**config.mk**
```make
export PLATFORM = sky130hd
export DESIGN_NAME = grad_mux_sequencer
export DESIGN_NICKNAME = d
export VERILOG_FILES = /design/src/rtl/grad_seq_pkg.sv /design/src/rtl/grad_mux_sequencer_seq_timer.sv /design/src/rtl/grad_mux_sequencer.sv
export SDC_FILE = /design/constraint.sdc
export NUM_CORES = 1
export LEC_CHECK = 0
export ABC_AREA = 1
export CAP_MARGIN = 20
export CORE_ASPECT_RATIO = 0.75
export CORE_MARGIN = 3
export CORE_UTILIZATION = 61
export DETAILED_ROUTE_END_ITERATION = 16
export PLACE_DENSITY = 0.92
export SYNTH_ARGS = -nofsm -noshare
export SYNTH_HDL_FRONTEND = slang
export SYNTH_HIERARCHICAL = 1
export SYNTH_SLANG_ARGS = --single-unit
```
**constraint.sdc**
```tcl
create_clock -name clk -period 3.1 [get_ports clk]
set_input_delay 0.465 -clock clk [delete_from_list [all_inputs] [get_ports clk]]
set_output_delay 0.465 -clock clk [all_outputs]
set_load 0.01 [all_outputs]
```
**src/rtl/grad_seq_pkg.sv**
```systemverilog
// Shared types and constants for the gradient-mux valve sequencer.
//   state_t      : sequencer phases, in execution order
//   PATH_A/B     : cmd_path encodings (A = ctrl1/ctrl3, B = ctrl2/ctrl4)
//   VALVE_CLOSED : ctrl line level that pressurizes (closes) a valve
package grad_seq_pkg;

    typedef enum logic [2:0] {
        IDLE      = 3'd0,
        OPEN_OUT  = 3'd1,
        OPEN_IN   = 3'd2,
        DWELL     = 3'd3,
        CLOSE_IN  = 3'd4,
        CLOSE_OUT = 3'd5
    } state_t;

    localparam logic PATH_A       = 1'b0;
    localparam logic PATH_B       = 1'b1;
    localparam logic VALVE_CLOSED = 1'b1;

    function automatic int unsigned max_u(input int unsigned a, input int unsigned b);
        return (a > b) ? a : b;
    endfunction

endpackage

```
**src/rtl/grad_mux_sequencer_seq_timer.sv**
```systemverilog
// Loadable down-counter shared by the settle and dwell phases.
//   clk, rst : clock, synchronous active-high reset
//   load     : load value into the counter (overrides counting)
//   value    : count to load; the phase lasts value+1 cycles
//   zero     : registered flag, high while the count is zero
module seq_timer #(
    parameter int unsigned W = 16
) (
    input  logic         clk,
    input  logic         rst,
    input  logic         load,
    input  logic [W-1:0] value,
    output logic         zero
);

    logic [W-1:0] count_q;
    logic [W-1:0] count_n;

    // Saturates at zero so an idle timer never wraps.
    always_comb begin
        count_n = count_q;
        if (load) begin
            count_n = value;
        end else if (count_q != '0) begin
            count_n = count_q - W'(1);
        end
    end

    always_ff @(posedge clk) begin
        if (rst) begin
            count_q <= '0;
            zero    <= 1'b1;
        end else begin
            count_q <= count_n;
            zero    <= (count_n == '0);
        end
    end

endmodule

```
**src/rtl/grad_mux_sequencer.sv**
```systemverilog
// Break-before-make valve sequencer for the gradient-delivery mux.
//   clk, rst          : clock, synchronous active-high reset
//   cmd_valid/ready   : command handshake (ready only in IDLE)
//   cmd_path          : 0 = pair A (ctrl1 in, ctrl3 out), 1 = pair B (ctrl2 in, ctrl4 out)
//   cmd_dwell         : cycles the path stays fully open (0 skips the dwell)
//   abort             : level request to close the current path early
//   ctrl1..ctrl4      : valve pressurize lines, 1 = valve closed
//   busy, done        : sequence in progress / one-cycle end pulse
//   aborted           : qualifies done, sequence saw an abort
//   active_path       : path of the current or last command
module grad_mux_sequencer
    import grad_seq_pkg::*;
#(
    parameter int unsigned SETTLE  = 4,
    parameter int unsigned DWELL_W = 16
) (
    input  logic               clk,
    input  logic               rst,
    input  logic               cmd_valid,
    output logic               cmd_ready,
    input  logic               cmd_path,
    input  logic [DWELL_W-1:0] cmd_dwell,
    input  logic               abort,
    output logic               ctrl1,
    output logic               ctrl2,
    output logic               ctrl3,
    output logic               ctrl4,
    output logic               busy,
    output logic               done,
    output logic               aborted,
    output logic               active_path
);

    localparam int unsigned SETTLE_W = $clog2(SETTLE + 1);
    localparam int unsigned TW       = max_u(DWELL_W, SETTLE_W);
    localparam logic [TW-1:0] SETTLE_LD = TW'(SETTLE - 1);

    state_t             state_q, state_n;
    logic [DWELL_W-1:0] dwell_q, dwell_n;
    logic               seen_q, seen_n;
    logic               path_n;
    logic               accept;
    logic               t_load;
    logic [TW-1:0]      t_value;
    logic               t_zero;
    logic               outlet_open, inlet_open;
    logic               ctrl1_n, ctrl2_n, ctrl3_n, ctrl4_n;
    logic               done_n;

    seq_timer #(.W(TW)) u_timer (
        .clk   (clk),
        .rst   (rst),
        .load  (t_load),
        .value (t_value),
        .zero  (t_zero)
    );

    assign accept = cmd_valid && cmd_ready;

    // Next state, timer loads and next registered outputs.
    always_comb begin
        state_n = state_q;
        t_load  = 1'b0;
        t_value = SETTLE_LD;
        path_n  = active_path;
        dwell_n = dwell_q;
        seen_n  = seen_q;

        if (accept) begin
            path_n  = cmd_path;
            dwell_n = cmd_dwell;
            seen_n  = 1'b0;
        end else if (state_q != IDLE && abort) begin
            seen_n = 1'b1;
        end

        unique case (state_q)
            IDLE: begin
                if (accept) begin
                    state_n = OPEN_OUT;
                    t_load  = 1'b1;
                end
            end
            OPEN_OUT: begin
                // Inlet never opened, so an abort goes straight to closing the outlet.
                if (abort) begin
                    state_n = CLOSE_OUT;
                    t_load  = 1'b1;
                end else if (t_zero) begin
                    state_n = OPEN_IN;
                    t_load  = 1'b1;
                end
            end
            OPEN_IN: begin
                if (abort) begin
                    state_n = CLOSE_IN;
                    t_load  = 1'b1;
                end else if (t_zero) begin
                    t_load = 1'b1;
                    if (dwell_q == '0) begin
                        state_n = CLOSE_IN;
                    end else begin
                        state_n = DWELL;
                        t_value = TW'(dwell_q - DWELL_W'(1));
                    end
                end
            end
            DWELL: begin
                if (abort || t_zero) begin
                    state_n = CLOSE_IN;
                    t_load  = 1'b1;
                end
            end
            CLOSE_IN: begin
                if (t_zero) begin
                    state_n = CLOSE_OUT;
                    t_load  = 1'b1;
                end
            end
            CLOSE_OUT: begin
                if (t_zero) begin
                    state_n = IDLE;
                end
            end
            default: begin
                state_n = IDLE;
            end
        endcase

        // Valve levels follow the state being entered, so they only move on entry.
        outlet_open = (state_n == OPEN_OUT) || (state_n == OPEN_IN) ||
                      (state_n == DWELL)    || (state_n == CLOSE_IN);
        inlet_open  = (state_n == OPEN_IN)  || (state_n == DWELL);

        ctrl1_n = (inlet_open  && path_n == PATH_A) ? !VALVE_CLOSED : VALVE_CLOSED;
        ctrl2_n = (inlet_open  && path_n == PATH_B) ? !VALVE_CLOSED : VALVE_CLOSED;
        ctrl3_n = (outlet_open && path_n == PATH_A) ? !VALVE_CLOSED : VALVE_CLOSED;
        ctrl4_n = (outlet_open && path_n == PATH_B) ? !VALVE_CLOSED : VALVE_CLOSED;

        done_n = (state_q == CLOSE_OUT) && (state_n == IDLE);
    end

    // State and registered outputs.
    always_ff @(posedge clk) begin
        if (rst) begin
            state_q     <= IDLE;
            dwell_q     <= '0;
            seen_q      <= 1'b0;
            active_path <= PATH_A;
            ctrl1       <= VALVE_CLOSED;
            ctrl2       <= VALVE_CLOSED;
            ctrl3       <= VALVE_CLOSED;
            ctrl4       <= VALVE_CLOSED;
            cmd_ready   <= 1'b0;
            busy        <= 1'b0;
            done        <= 1'b0;
            aborted     <= 1'b0;
        end else begin
            state_q     <= state_n;
            dwell_q     <= dwell_n;
            seen_q      <= seen_n;
            active_path <= path_n;
            ctrl1       <= ctrl1_n;
            ctrl2       <= ctrl2_n;
            ctrl3       <= ctrl3_n;
            ctrl4       <= ctrl4_n;
            cmd_ready   <= (state_n == IDLE);
            busy        <= (state_n != IDLE);
            done        <= done_n;
            aborted     <= done_n && seen_n;
        end
    end

endmodule

```
# ---- After elaboration in Yosys (flattened, before gate mapping)
# Cells that the tools add are included.
dict set report totals {
  regBits 46
  input_bits 21
  out_inout_bits 9
  word_cells 75
}
dict set report classes {
  add_sub_neg 2
  eq_ne 9
  mux 28
  bitwise 1
  reduce_logical 21
}
# op count
set ops {}
lappend ops {{$mux 16} 6}
lappend ops {{$logic_not 16->1} 2}
lappend ops {{$sub 16x1->16 const B} 2}
lappend ops {{$mux 3} 9}
lappend ops {{$pmux 3 s6} 1}
lappend ops {{$reduce_bool 16->1} 1}
lappend ops {{$eq 3x2->1 const B} 4}
lappend ops {{$mux 1} 11}
lappend ops {{$eq 3x3->1 const B} 3}
lappend ops {{$logic_and 1x1->1} 8}
lappend ops {{$eq 3x1->1 const B} 2}
lappend ops {{$logic_not 3->1} 2}
lappend ops {{$reduce_bool 3->1} 2}
lappend ops {{$logic_or 1x1->1} 5}
lappend ops {{$pmux 1 s4} 1}
lappend ops {{$reduce_or 2->1} 1}
lappend ops {{$not 1->1} 1}

# ---- Longest topological paths before layout
dict set report depth {
  ltp_word 11
  depth_mapped 15
  mapped_depth_nobuf 15
}

# ---- Hierarchy
# The synthesis kept the hierarchy.
# module instances cells_each area_each_um2 seq_area_each_um2
set modules_own_cells {}
lappend modules_own_cells {grad_mux_sequencer 1 230 1594.0 580.6}
lappend modules_own_cells {seq_timer 1 217 1247.4 340.3}

# ---- Worst setup path after synthesis
# No wires, ideal clock.
dict set report synth_timing {
  path_kind {register to register}
  startpoint {reg state_q[0]}
  endpoint {reg u_timer.zero}
  setup_time_ns 0.058
  arrival_time_ns 2.030
  required_ns 3.042
  slack_ns 1.012
  path_stages_with_launch 15
  n_path_buf 1
  synth_period_minus_slack_ns 2.088
  path_cell_list {dfxtp_1 > inv_1 > nor2_1 > nand2_2 > nand2_1 > inv_1 > o211ai_1 > inv_1 > buf_2 > or2_2 > nand2_1 > nand2_1 > nor2_1 > nand3_1 > nand2_1}
}
dict set report synth_between {
  elab_chain_len 5
  elab_cells_between_ends 10
  classes_between {eq/ne (4); mux (3); reduce/logical (3)}
}
# element line_no
set synth_lines {}
lappend synth_lines {{from (decl)} grad_mux_sequencer.sv:38} ;# state_t state_q, state_n;
lappend synth_lines {{from (signal assigned)} grad_mux_sequencer.sv:159} ;# state_q <= state_n;
lappend synth_lines {{$eq 3x2->1 or $eq 3x1->1 (tied branches)} grad_mux_sequencer.sv:77} ;# unique case (state_q)
lappend synth_lines {{$reduce_or 2->1 (no source line)} --}
lappend synth_lines {{$pmux 1 s4 *} grad_mux_sequencer.sv:77}
lappend synth_lines {{named net t_load} grad_mux_sequencer.sv:43} ;# logic t_load;
lappend synth_lines {{$mux 16 *} grad_mux_sequencer_seq_timer.sv:22} ;# if (load) begin
lappend synth_lines {{$logic_not 16->1 *} grad_mux_sequencer_seq_timer.sv:35} ;# zero <= (count_n == '0);
lappend synth_lines {{to (signal assigned)} grad_mux_sequencer_seq_timer.sv:35}
lappend synth_lines {{to (decl)} grad_mux_sequencer_seq_timer.sv:13} ;# output logic zero
# The timed path passes the listed nets; every way through them passes the cells marked *.
# A chain may end at the register's enable or synchronous reset.

# ---- Worst setup path after layout
# Same ends and word-level chain as after synthesis.

==> impl_metrics.env <==
export IMPL_status="complete, no violations"
export IMPL_grt_overflow=0
export IMPL_worstHoldStart="dwell_q[1]$_SDFFE_PP0P_"
export IMPL_reg2reg_to="u_timer/zero$_SDFF_PP1_"
export IMPL_whs_ns=0.491
export IMPL_cts_resized_gates=0
export IMPL_cts_buffers=5
export IMPL_hold_end="dwell_q[1]$_SDFFE_PP0P_"
export IMPL_irDropWorstVdd_v=0.000621
export IMPL_area_growth_pct=15.1
export IMPL_place_area_sq_um=3170
export IMPL_holdPathStages=2
export IMPL_port_buffers=29
export IMPL_reg2reg_depth=13
export IMPL_cts_setup_buffers=0
export IMPL_synth_fa_ha_area_share_pct=1.32
export IMPL_die_h_um=65.1
export IMPL_grt_pass1_vias=2676
export IMPL_ctsHoldBuffers=0
export IMPL_dr_pass1_iters=5
export IMPL_cp_slowest_cell="inv_1"
export IMPL_setup_viol=0
export IMPL_nNetsFinal=499
export IMPL_crit_chain="inv_1 -> nor2_1 -> nand2_2 -> nand2_1 -> inv_1 -> o211ai_1 -> inv_1 -> or2_2 -> nand2_1 -> nand2_1 -> nor2_1 -> nand3_1 -> nand2_1"
export IMPL_fin_setup_tns_ns=0
export IMPL_synth_edf_count=0
export IMPL_wirelength_mm=7.24
export IMPL_grt_total_usage_pct=27.1
export IMPL_die_w_um=84.8
export IMPL_arrival_ns=2.96
export IMPL_ios=30
export IMPL_synth_mux_area_share_pct=0
export IMPL_dpl_hpwl_mm=5.61
export IMPL_synthSimpleGateAreaFrac_pct=47.5
export IMPL_fin_ws_ns=0.389
export IMPL_p_leak_uw=0.00155
export IMPL_final_layout_size_suffix_gt1_share_pct=12.8
export IMPL_drc=0
export IMPL_ys_flop_type="dfxtp_1"
export IMPL_crit_fanout=23
export IMPL_final_antenna_net_count=0
export IMPL_required_ns=3.35
export IMPL_syn_avg_cell_area_sq_um=6.36
export IMPL_start_util_pct=66.8
export IMPL_async_flop_share_pct=0
export IMPL_synth_cell_types=33
export IMPL_core_area_sq_um=4250
export IMPL_n_fill_cell=333
export IMPL_synthTopCellsByArea="dfxtp_1, nand2_1, nor2_1, nand3_1, inv_1"
export IMPL_max_clock_freq_mhz=369
export IMPL_vias_per_cell=5.56
export IMPL_ys_top_cells_by_count="nand2_1, nor2_1, dfxtp_1, inv_1, nand3_1"
export IMPL_antenna_found_initial=0
export IMPL_max_slew_margin_pct=59.1
export IMPL_hold_class="reg2reg"
export IMPL_grt_pass1_wl_mm=12.2
export IMPL_dieArea_sq_um=5520
export IMPL_multi_input_area_sq_um=1710
export IMPL_r2r_setup_slack_ns=0.39
export IMPL_synth_xor_area_share_pct=3.08
export IMPL_min_period_ns=2.71
export IMPL_cts_root_buf="clkbuf_8"
export IMPL_cts_max_path_buffers=2
export IMPL_synth_top_cell_by_area="dfxtp_1"
export IMPL_reg2reg_from="state_q[0]$_SDFF_PP0_"
export IMPL_rows=20
export IMPL_seq_area_sq_um=921
export IMPL_cp_end_kind="register"
export IMPL_synth_most_common_cell="nand2_1"
export IMPL_powerDensity_nw_per_um2=1020
export IMPL_yosys_area_top_type_share_pct=32.4
export IMPL_grt_max_degree=25
export IMPL_post_place_ws_ns=0.250
export IMPL_worstSkewPairLatency_ns=0.30
export IMPL_post_drt_wl_per_cell_um=13.6
export IMPL_syn_area_sq_um=2840
export IMPL_synthCells=447
export IMPL_synthesis_nets=471
export IMPL_ys_warn_count=6
export IMPL_clkTransAtPathRegs_ns=0.09
export IMPL_cp_start_kind="register"
export IMPL_worst_pin_slew_ns=0.613
export IMPL_slew_viol_final=0
export IMPL_post_route_period_util_pct=87.5
export IMPL_max_stage_delay_ns=0.43
export IMPL_vias=2955
export IMPL_drv_cap=0
export IMPL_ys_seq_area_share_pct=32.4
export IMPL_drtIter0Drc=320
export IMPL_synth_compound_area_share_pct=8.19
export IMPL_htreeDepth=2
export IMPL_design_area_sq_um=3270
export IMPL_worstSetupPathType="reg2reg"
export IMPL_finalClockSkew_ns=0.00865
export IMPL_cts_sinks=46
export IMPL_path_common_cell="nand2_1"
export IMPL_cts_tree="done"
export IMPL_final_hold_viol_count=0
export IMPL_routabilityCongestion=0.939
export IMPL_power_uw=3340
export IMPL_antenna_cells=0
export IMPL_synth_top_family_by_area="simple AND/OR/NAND/NOR gates"
export IMPL_rsz0062_at_grt="false"
export IMPL_yosys_register_bits=46
per-layer routing:
| metal | up-vias | part of all wire (%) | global-route usage, % | wire [um] |
|---|---|---|---|---|
| li1 | 1458 | - | - | - |
| met5 | - | 0 | 0 | 0 |
| met1 | 1349 | 45 | 37.7 | 3280 |
| met4 | 0 | 2.7 | 9.49 | 197 |
| met3 | 22 | 7.6 | 4.64 | 550 |
| met2 | 126 | 44 | 42.7 | 3220 |
layout make-up:
type | count | area share, %
multi-input combinational | 347 | 52.2
clock buffer | 6 | 2.53
tap | 55 | 2.10
timing repair buffer | 32 | 9.57
inverter | 43 | 4.94
clock inverter | 2 | 0.498
sequential | 46 | 28.2
through the flow:
step                instances  util (%)
CTS                       531      76.9
global placement          523      74.5
global route              531      76.9
floorplan                 447         -
detailed placement        523      74.5
finish                    531      76.9
worst max-delay path, delay by kind of cell (launching register included):
kind	cells	cell delay (ns)
AOI/OAI and AO/OA	1	0.41
buffers and inverters	3	0.59
DFF	1	0.39
and+or+nand+nor	9	1.27
report_power, final:
group          total (uW)  internal, uW  switching (uW)
sequential            920           755             166
combinational        2020           720            1300
clock                 401           184             217
total                3340          1660            1680
layout by cell type, fill, tap and decap left out:
cell type,Yosys,final
a21oi_4,1,1
nor4_1,1,1
inv_2,6,6
a31oi_1,1,1
buf_4,0,3
nor2_4,7,7
nand3b_1,5,5
xnor2_1,3,3
ha_1,3,3
a21oi_1,16,16
o21ai_1,1,1
nand4_1,2,2
nor2_1,95,95
nand4_2,1,1
clkinvlp_4,0,1
nor3_1,4,4
nand3_2,3,3
nor3_2,1,1
o21ai_0,22,22
dfxtp_1,46,46
o211ai_1,1,1
clkbuf_8,0,6
xor2_1,7,7
nor2_2,9,9
clkdlybuf4s50_1,0,29
or2_2,11,11
nor3_4,1,1
inv_6,0,1
nand2_2,9,9
inv_1,37,37
nand4_4,1,1
o21bai_1,1,1
nand2_1,112,112
nand3_1,29,29
state kept, by name, summed over array words and instances, names as in the netlist:
name and cells:
done 1, u_timer/zero 1, busy 1, ctrl4 1, ctrl3 1, active_path 1, u_timer/count_q 16, cmd_ready 1
ctrl2 1, seen_q 1, aborted 1, ctrl1 1, dwell_q 16, state_q 3
logic make-up after synthesis:
| logic type | count (synthesis) |
|---|---|
| compound gates | 43 |
| xor+xnor | 10 |
| fa+ha+maj | 3 |
| buf+inv | 54 |
| flops | 46 |
| simple gates | 291 |
how the worst max path moves through the flow:
stage	start	to	slack, ns
finish	state_q[0]$_SDFF_PP0_	u_timer/zero$_SDFF_PP1_	0.39
CTS	state_q[0]$_SDFF_PP0_	u_timer/zero$_SDFF_PP1_	0.46
global placement	abort	u_timer/zero$_SDFF_PP1_	0.36
floorplan	state_q[0]$_SDFF_PP0_	u_timer/zero$_SDFF_PP1_	1.01
global route	state_q[0]$_SDFF_PP0_	u_timer/zero$_SDFF_PP1_	0.18
detailed placement	abort	u_timer/zero$_SDFF_PP1_	0.25
Note: power is estimated with default switching activity, not from simulation.
